File: src/rtl/logic_op_pkg.sv
// Shared types for the lane-reduction pipeline: operator and FSM state enums,
// plus the operator mapping used by the lane reducer.
package logic_op_pkg;

  typedef enum logic [1:0] {
    OP_OR  = 2'd0,
    OP_AND = 2'd1,
    OP_XOR = 2'd2,
    OP_NOR = 2'd3
  } op_e;

  typedef enum logic {
    S_IDLE  = 1'b0,
    S_ACCUM = 1'b1
  } state_e;

  // NOR folds like OR; the inversion happens only when the result is loaded.
  function automatic op_e fold_op(input op_e op);
    op_e res;
    case (op)
      OP_NOR:  res = OP_OR;
      default: res = op;
    endcase
    return res;
  endfunction

endpackage

File: src/rtl/logic_reduce_lanes.sv
// Combinational reduction of NUM_IN lanes to one WIDTH-bit word.
// NOR is reported as OR so the caller can keep folding across beats.
module logic_reduce_lanes
  import logic_op_pkg::*;
#(
  parameter int WIDTH  = 8,
  parameter int NUM_IN = 4
) (
  input  logic [NUM_IN*WIDTH-1:0] lanes_i,
  input  op_e                     op_i,
  output logic [WIDTH-1:0]        red_o
);

  // Fold every lane into the running value, starting from the op's identity.
  always_comb begin
    red_o = (fold_op(op_i) == OP_AND) ? {WIDTH{1'b1}} : {WIDTH{1'b0}};
    for (int k = 0; k < NUM_IN; k++) begin
      case (fold_op(op_i))
        OP_AND:  red_o = red_o & lanes_i[k*WIDTH +: WIDTH];
        OP_XOR:  red_o = red_o ^ lanes_i[k*WIDTH +: WIDTH];
        default: red_o = red_o | lanes_i[k*WIDTH +: WIDTH];
      endcase
    end
  end

endmodule

File: src/rtl/logic_reduce_pipe.sv
// Registered lane-reduction unit with valid/ready on both sides and an
// optional frame-accumulate mode that folds several beats into one result.
module logic_reduce_pipe
  import logic_op_pkg::*;
#(
  parameter int WIDTH  = 8,
  parameter int NUM_IN = 4,
  parameter int CNT_W  = 8
) (
  input  logic                    clk,
  input  logic                    reset,
  input  logic [NUM_IN*WIDTH-1:0] in_data,
  input  logic [1:0]              in_op,
  input  logic                    in_acc,
  input  logic                    in_last,
  input  logic                    in_valid,
  output logic                    in_ready,
  output logic [WIDTH-1:0]        out_data,
  output logic [CNT_W-1:0]        out_count,
  output logic                    out_valid,
  input  logic                    out_ready
);

  localparam logic [CNT_W-1:0] CNT_MAX = {CNT_W{1'b1}};
  localparam logic [CNT_W-1:0] CNT_ONE = {{(CNT_W-1){1'b0}}, 1'b1};

  state_e             state_q, state_d;
  op_e                op_q, op_d;
  logic [WIDTH-1:0]   acc_q, acc_d;
  logic [CNT_W-1:0]   cnt_q, cnt_d;
  logic [WIDTH-1:0]   out_data_q, out_data_d;
  logic [CNT_W-1:0]   out_count_q, out_count_d;
  logic               out_valid_q, out_valid_d;

  op_e                in_op_s;
  op_e                lane_op_s;
  logic [WIDTH-1:0]   lane_red_s;
  logic [WIDTH-1:0]   fold_s;
  logic [CNT_W-1:0]   cnt_inc_s;
  logic               accept_s;

  function automatic logic [WIDTH-1:0] combine(input logic [WIDTH-1:0] a,
                                               input logic [WIDTH-1:0] b,
                                               input op_e              op);
    logic [WIDTH-1:0] res;
    case (op)
      OP_AND:  res = a & b;
      OP_XOR:  res = a ^ b;
      default: res = a | b;
    endcase
    return res;
  endfunction

  function automatic logic [WIDTH-1:0] finish(input logic [WIDTH-1:0] v,
                                              input op_e              op);
    return (op == OP_NOR) ? ~v : v;
  endfunction

  assign in_op_s   = op_e'(in_op);
  // Mid-frame beats reduce with the op latched on the first beat.
  assign lane_op_s = (state_q == S_ACCUM) ? op_q : in_op_s;
  assign in_ready  = !out_valid_q || out_ready;
  assign accept_s  = in_valid && in_ready;
  assign fold_s    = combine(acc_q, lane_red_s, op_q);
  assign cnt_inc_s = (cnt_q == CNT_MAX) ? cnt_q : cnt_q + CNT_ONE;

  assign out_data  = out_data_q;
  assign out_count = out_count_q;
  assign out_valid = out_valid_q;

  logic_reduce_lanes #(
    .WIDTH  (WIDTH),
    .NUM_IN (NUM_IN)
  ) u_lanes (
    .lanes_i (in_data),
    .op_i    (lane_op_s),
    .red_o   (lane_red_s)
  );

  // Next-state for the frame FSM, accumulator and output register.
  always_comb begin
    state_d     = state_q;
    op_d        = op_q;
    acc_d       = acc_q;
    cnt_d       = cnt_q;
    out_data_d  = out_data_q;
    out_count_d = out_count_q;
    out_valid_d = out_valid_q && !out_ready;
    if (accept_s) begin
      case (state_q)
        S_IDLE: begin
          if (in_acc && !in_last) begin
            acc_d   = lane_red_s;
            op_d    = in_op_s;
            cnt_d   = CNT_ONE;
            state_d = S_ACCUM;
          end else begin
            out_data_d  = finish(lane_red_s, in_op_s);
            out_count_d = CNT_ONE;
            out_valid_d = 1'b1;
          end
        end
        S_ACCUM: begin
          if (in_last) begin
            out_data_d  = finish(fold_s, op_q);
            out_count_d = cnt_inc_s;
            out_valid_d = 1'b1;
            acc_d       = {WIDTH{1'b0}};
            cnt_d       = {CNT_W{1'b0}};
            state_d     = S_IDLE;
          end else begin
            acc_d = fold_s;
            cnt_d = cnt_inc_s;
          end
        end
        default: begin
          state_d = S_IDLE;
        end
      endcase
    end else begin
      state_d = state_q;
    end
  end

  // State and output registers with synchronous reset.
  always_ff @(posedge clk) begin
    if (reset) begin
      state_q     <= S_IDLE;
      op_q        <= OP_OR;
      acc_q       <= {WIDTH{1'b0}};
      cnt_q       <= {CNT_W{1'b0}};
      out_data_q  <= {WIDTH{1'b0}};
      out_count_q <= {CNT_W{1'b0}};
      out_valid_q <= 1'b0;
    end else begin
      state_q     <= state_d;
      op_q        <= op_d;
      acc_q       <= acc_d;
      cnt_q       <= cnt_d;
      out_data_q  <= out_data_d;
      out_count_q <= out_count_d;
      out_valid_q <= out_valid_d;
    end
  end

endmodule

File: config.mk
export PLATFORM = sky130hd
export DESIGN_NAME = logic_reduce_pipe
export DESIGN_NICKNAME = d
export VERILOG_FILES = /design/src/rtl/logic_op_pkg.sv /design/src/rtl/logic_reduce_lanes.sv /design/src/rtl/logic_reduce_pipe.sv
export SDC_FILE = /design/constraint.sdc
export NUM_CORES = 1
export LEC_CHECK = 0
export CORE_MARGIN = 10
export CORE_UTILIZATION = 30
export DETAILED_ROUTE_END_ITERATION = 7
export SETUP_SLACK_MARGIN = 0.5
export SYNTH_ARGS = -nofsm -noshare
export SYNTH_HDL_FRONTEND = slang
export SYNTH_HIERARCHICAL = 1
export SYNTH_SLANG_ARGS = --single-unit
export TNS_END_PERCENT = 50
File: constraint.sdc
create_clock -name clk -period 5.1 [get_ports clk]
set_input_delay 1.02 -clock clk [delete_from_list [all_inputs] [get_ports clk]]
set_output_delay 1.02 -clock clk [all_outputs]
set_load 0.02 [all_outputs]
==> results by group <==
Worst setup path
  – Crit path buf inv count: 4
  – Critical path fanouts, max: 6
  – Reg2reg end: acc_q[5]$_SDFFE_PP0P_
  – Reg-to-Reg Start: state_q$_SDFFE_PP0P_
  – Slowest stage delay, CP: 350 ps
  – Cell family with most CP delay: compound AO/OA/AOI/OAI gates
  – CP endpoint kind: flip-flop
  – WP data required: 5240 ps
  – Most Frequent Cell on Critical Path: ha_4
  – Critical Path End: acc_q[5]$_SDFFE_PP0P_
  – CP startpoint kind: primary input
  – Crit path cell chain: clkdlybuf4s15_1 > mux2_4 > inv_4 > ha_4 > buf_12 > a221oi_4 > a21o_1 > ha_4 > a221oi_4 > a21o_1 > ha_4 > a221oi_2 > a21oi_2 > inv_1 > ha_1 > a22oi_2 > mux2i_1 > a222oi_1 > nor2_1
  – Worst path slowest cell: a222oi_1
  – Setup CP Type: primary input to flip-flop
  – Reg2reg setup slack: 1150 ps
  – R2R depth: 18
  – Critical path depth: 19
  – Critical path startpoint: in_op[0]
  – Crit path arrival time: 4560 ps

CTS
  – Worst-path clk slew: 60 ps
  – CTS H-tree lvls: 2
  – Max Root-Sink Buffers: 2
  – CTS tree: done
  – Clock Latency Late Sink: 290 ps
  – Clk sinks: 36
  – Hold_buf cts: 0
  – Clock buffer count from CTS: 5
  – CTS Root Cell: clkbuf_16

Power
  – Peak supply drop: 0.0001452 V
  – Share of power burned in registers: 23.4%
  – Pwr dens: 250.3 nW/um^2
  – Sw power: 0.4585 mW
  – Combinational share of power: 50.2%
  – Sw Ratio: 34.50%
  – Clock power share: 26.5%
  – Pint: 0.8706 mW
  – Overall Power: 1.329 mW
  – Leak: 2.286 nW

STA
  – Setup ws final: 680.4 ps
  – Worst-margin pin slew: 977.3 ps
  – Setup violations, final: 0
  – Crit share post-route: 86.66%
  – Final Slew Violations: 0
  – Max Fclk: 226.3 MHz
  – Skew final: 6.444 ps
  – Setup TNS: 0 ps
  – Slew headroom: 34.64%
  – RSZ-0062 raised after global routing: true
  – Hold Violations, Final: 0
  – Min Hold Slack: 459.4 ps
  – Fin crit period: 4420 ps

Logic synthesis
  – Area share of the largest cell type after synthesis: 23.45%
  – Largest area contributor in the netlist: ha_1
  – Yosys warns: 6
  – Synth async-reset ratio: 0%
  – FF+latch count, synth: 36
  – Cell Area, Synth: 3735 sq um
  – Area contributors post-synth: ha_1 23%, dfxtp_1 19%, xnor2_1 5.9%
  – Synth Flop Type: dfxtp_1
  – Synth unique cells: 50
  – Post-synthesis cell count: 432
  – Register area share after synthesis: 19.30%
  – Synthesized area per cell: 8.645 sq um
  – Post-synth EDFFs: 0
  – Top-count cell post-synth: ha_1
  – Synth Net Count: 542
  – Commonest cells in the netlist: 70 x ha_1, 52 x inv_1, 36 x dfxtp_1

Final layout
  – Reg area: 720.7 sq um
  – Final non-filler cell total: 676
  – Final instance area: 5310 sq um
  – Number of inserted diodes: 0
  – # fillers: 1180
  – Multi-input logic area: 2999 sq um
  – Layout cells sized above 1: 21.85%
  – Area Growth Syn to Fin: 42.18%
  – Nets: 617
  – Util after Layout: 43.84%

Global route
  – Vias in the first global route: 3525
  – Largest net degree at the start of global routing: 28
  – Grt total ovfl: 0
  – GRT Total Usage: 11.63%
  – First-pass GRT wire length: 17.29 mm
  – Initial antenna violation count: 0

Floorplanning
  – Core area: 12110 sq um
  – Die extent in y: 131.6 um
  – Starting Density: 30.84%
  – Full die area: 17310 sq um
  – Die width: 131.6 um
  – Ports: 58
  – Std-Cell Rows: 40

Routing
  – Drt first-iter violations: 188
  – Drt wl/cell: 15.77 um
  – ANT nets after route: 0
  – WL final: 10.66 mm
  – Via count: 3517
  – DRC: 0
  – Vias per inst: 5.203
  – DR pass1 iterations: 5

Hold path
  – Hold/Removal Path Class: flip-flop to flip-flop

Run
  – Max-cap check violation count: 0

Place
  – Gpl congestion: 0.8256
  – Dpl cell area: 4484 sq um
  – HPWL after DPL: 7.356 mm
  – Pre-CTS setup slack: -46.47 ps
  – Port bufs: 57
  – Inst Count DP: 641

Run status
  – Outcome: completed
-- logic make-up after synthesis --
| kind of cell | synth area share, % |
|---|---|
| AND/OR/NAND/NOR | 9.381 |
| AO/OA/AOI/OAI | 30.22 |
| multiplexers | 1.977 |
| adder cells (fa/ha/maj) | 23.45 |
| buffers and inverters | 9.816 |
| flip-flops | 19.30 |
| XOR/XNOR | 5.863 |
-- worst min path at each step --
| stage | start | end | slack (ps) | cells after the start |
|---|---|---|---|---|
| final | out_count[3]$_SDFFE_PP0P_ | out_count[3]$_SDFFE_PP0P_ | 460 | 1 |
| after global routing | out_data[4]$_SDFFE_PP0P_ | out_data[4]$_SDFFE_PP0P_ | 480 | 1 |
| after CTS | out_count[5]$_SDFFE_PP0P_ | out_count[5]$_SDFFE_PP0P_ | 460 | 1 |
| after detailed placement | out_count[5]$_SDFFE_PP0P_ | out_count[5]$_SDFFE_PP0P_ | 450 | 1 |
| after global placement | out_count[5]$_SDFFE_PP0P_ | out_count[5]$_SDFFE_PP0P_ | 440 | 1 |
| after floorplan | acc_q[0]$_SDFFE_PP0P_ | acc_q[0]$_SDFFE_PP0P_ | 460 | 2 |
-- layout by cell type, fill, tap and decap left out, types with 7 or more instances in the layout --
master | Yosys | final
a211oi_1 | 13 | 11
a21o_1 | 19 | 19
a21oi_1 | 33 | 26
a21oi_2 | 0 | 7
a221oi_2 | 9 | 19
a221oi_4 | 0 | 8
buf_4 | 1 | 33
clkdlybuf4s50_1 | 0 | 55
dfxtp_1 | 36 | 36
ha_1 | 70 | 60
ha_4 | 0 | 7
inv_1 | 52 | 48
nand2_1 | 10 | 10
nor2_1 | 22 | 22
nor3_1 | 10 | 10
o221ai_1 | 8 | 8
o2bb2ai_1 | 14 | 14
xnor2_1 | 25 | 25
-- layer usage --
metal	part of all wire, %	routed length (um)	track usage (%)	up-vias
met3	5.8	622	2.744	13
li1	-	-	-	1734
met2	48	5088	19.10	94
met5	0	0	0	-
met4	1.2	129	3.399	0
met1	45	4820	14.72	1676
-- worst reg2reg max path: cells and delay by family, from the launching register on --
| kind | cells | cell delay (ps) |
|---|---|---|
| and+or+nand+nor | 1 | 80 |
| muxes | 2 | 450 |
| DFF | 1 | 420 |
| adders and majority gates | 4 | 850 |
| buffers and inverters | 3 | 280 |
| AOI/OAI and AO/OA | 8 | 1700 |
-- sequential cells by signal (all words and copies together) (netlist names) --
signal	count
out_data	8
acc_q	8
cnt_q	8
out_valid	1
state_q	1
op_q	2
out_count	8
-- layout make-up --
cell class | count | share of cell area [%]
timing repair buffer | 98 | 19.04
tap | 168 | 3.959
clock inverter | 2 | 0.6598
inverter | 54 | 3.864
clock buffer | 6 | 2.427
multi-input combinational | 312 | 56.48
sequential | 36 | 13.57
-- power by group through the flow --
stage          logic (mW)  clock network [mW]  registers (mW)
2_1_floorplan       0.324                   0           0.325
3_3_place_gp        0.459                   0           0.316
3_5_place_dp        0.477                   0           0.316
4_1_cts             0.566               0.356           0.310
5_1_grt             0.729               0.371           0.313
6_report            0.667               0.352           0.311
-- repair_timing --
item	CTS	global route
cloned	2	1
gates resized for setup	33	31
setup buffers	7	17
pin swaps	12	26
setup endpoints to repair	15	16
(Power assumes the default switching activity.)
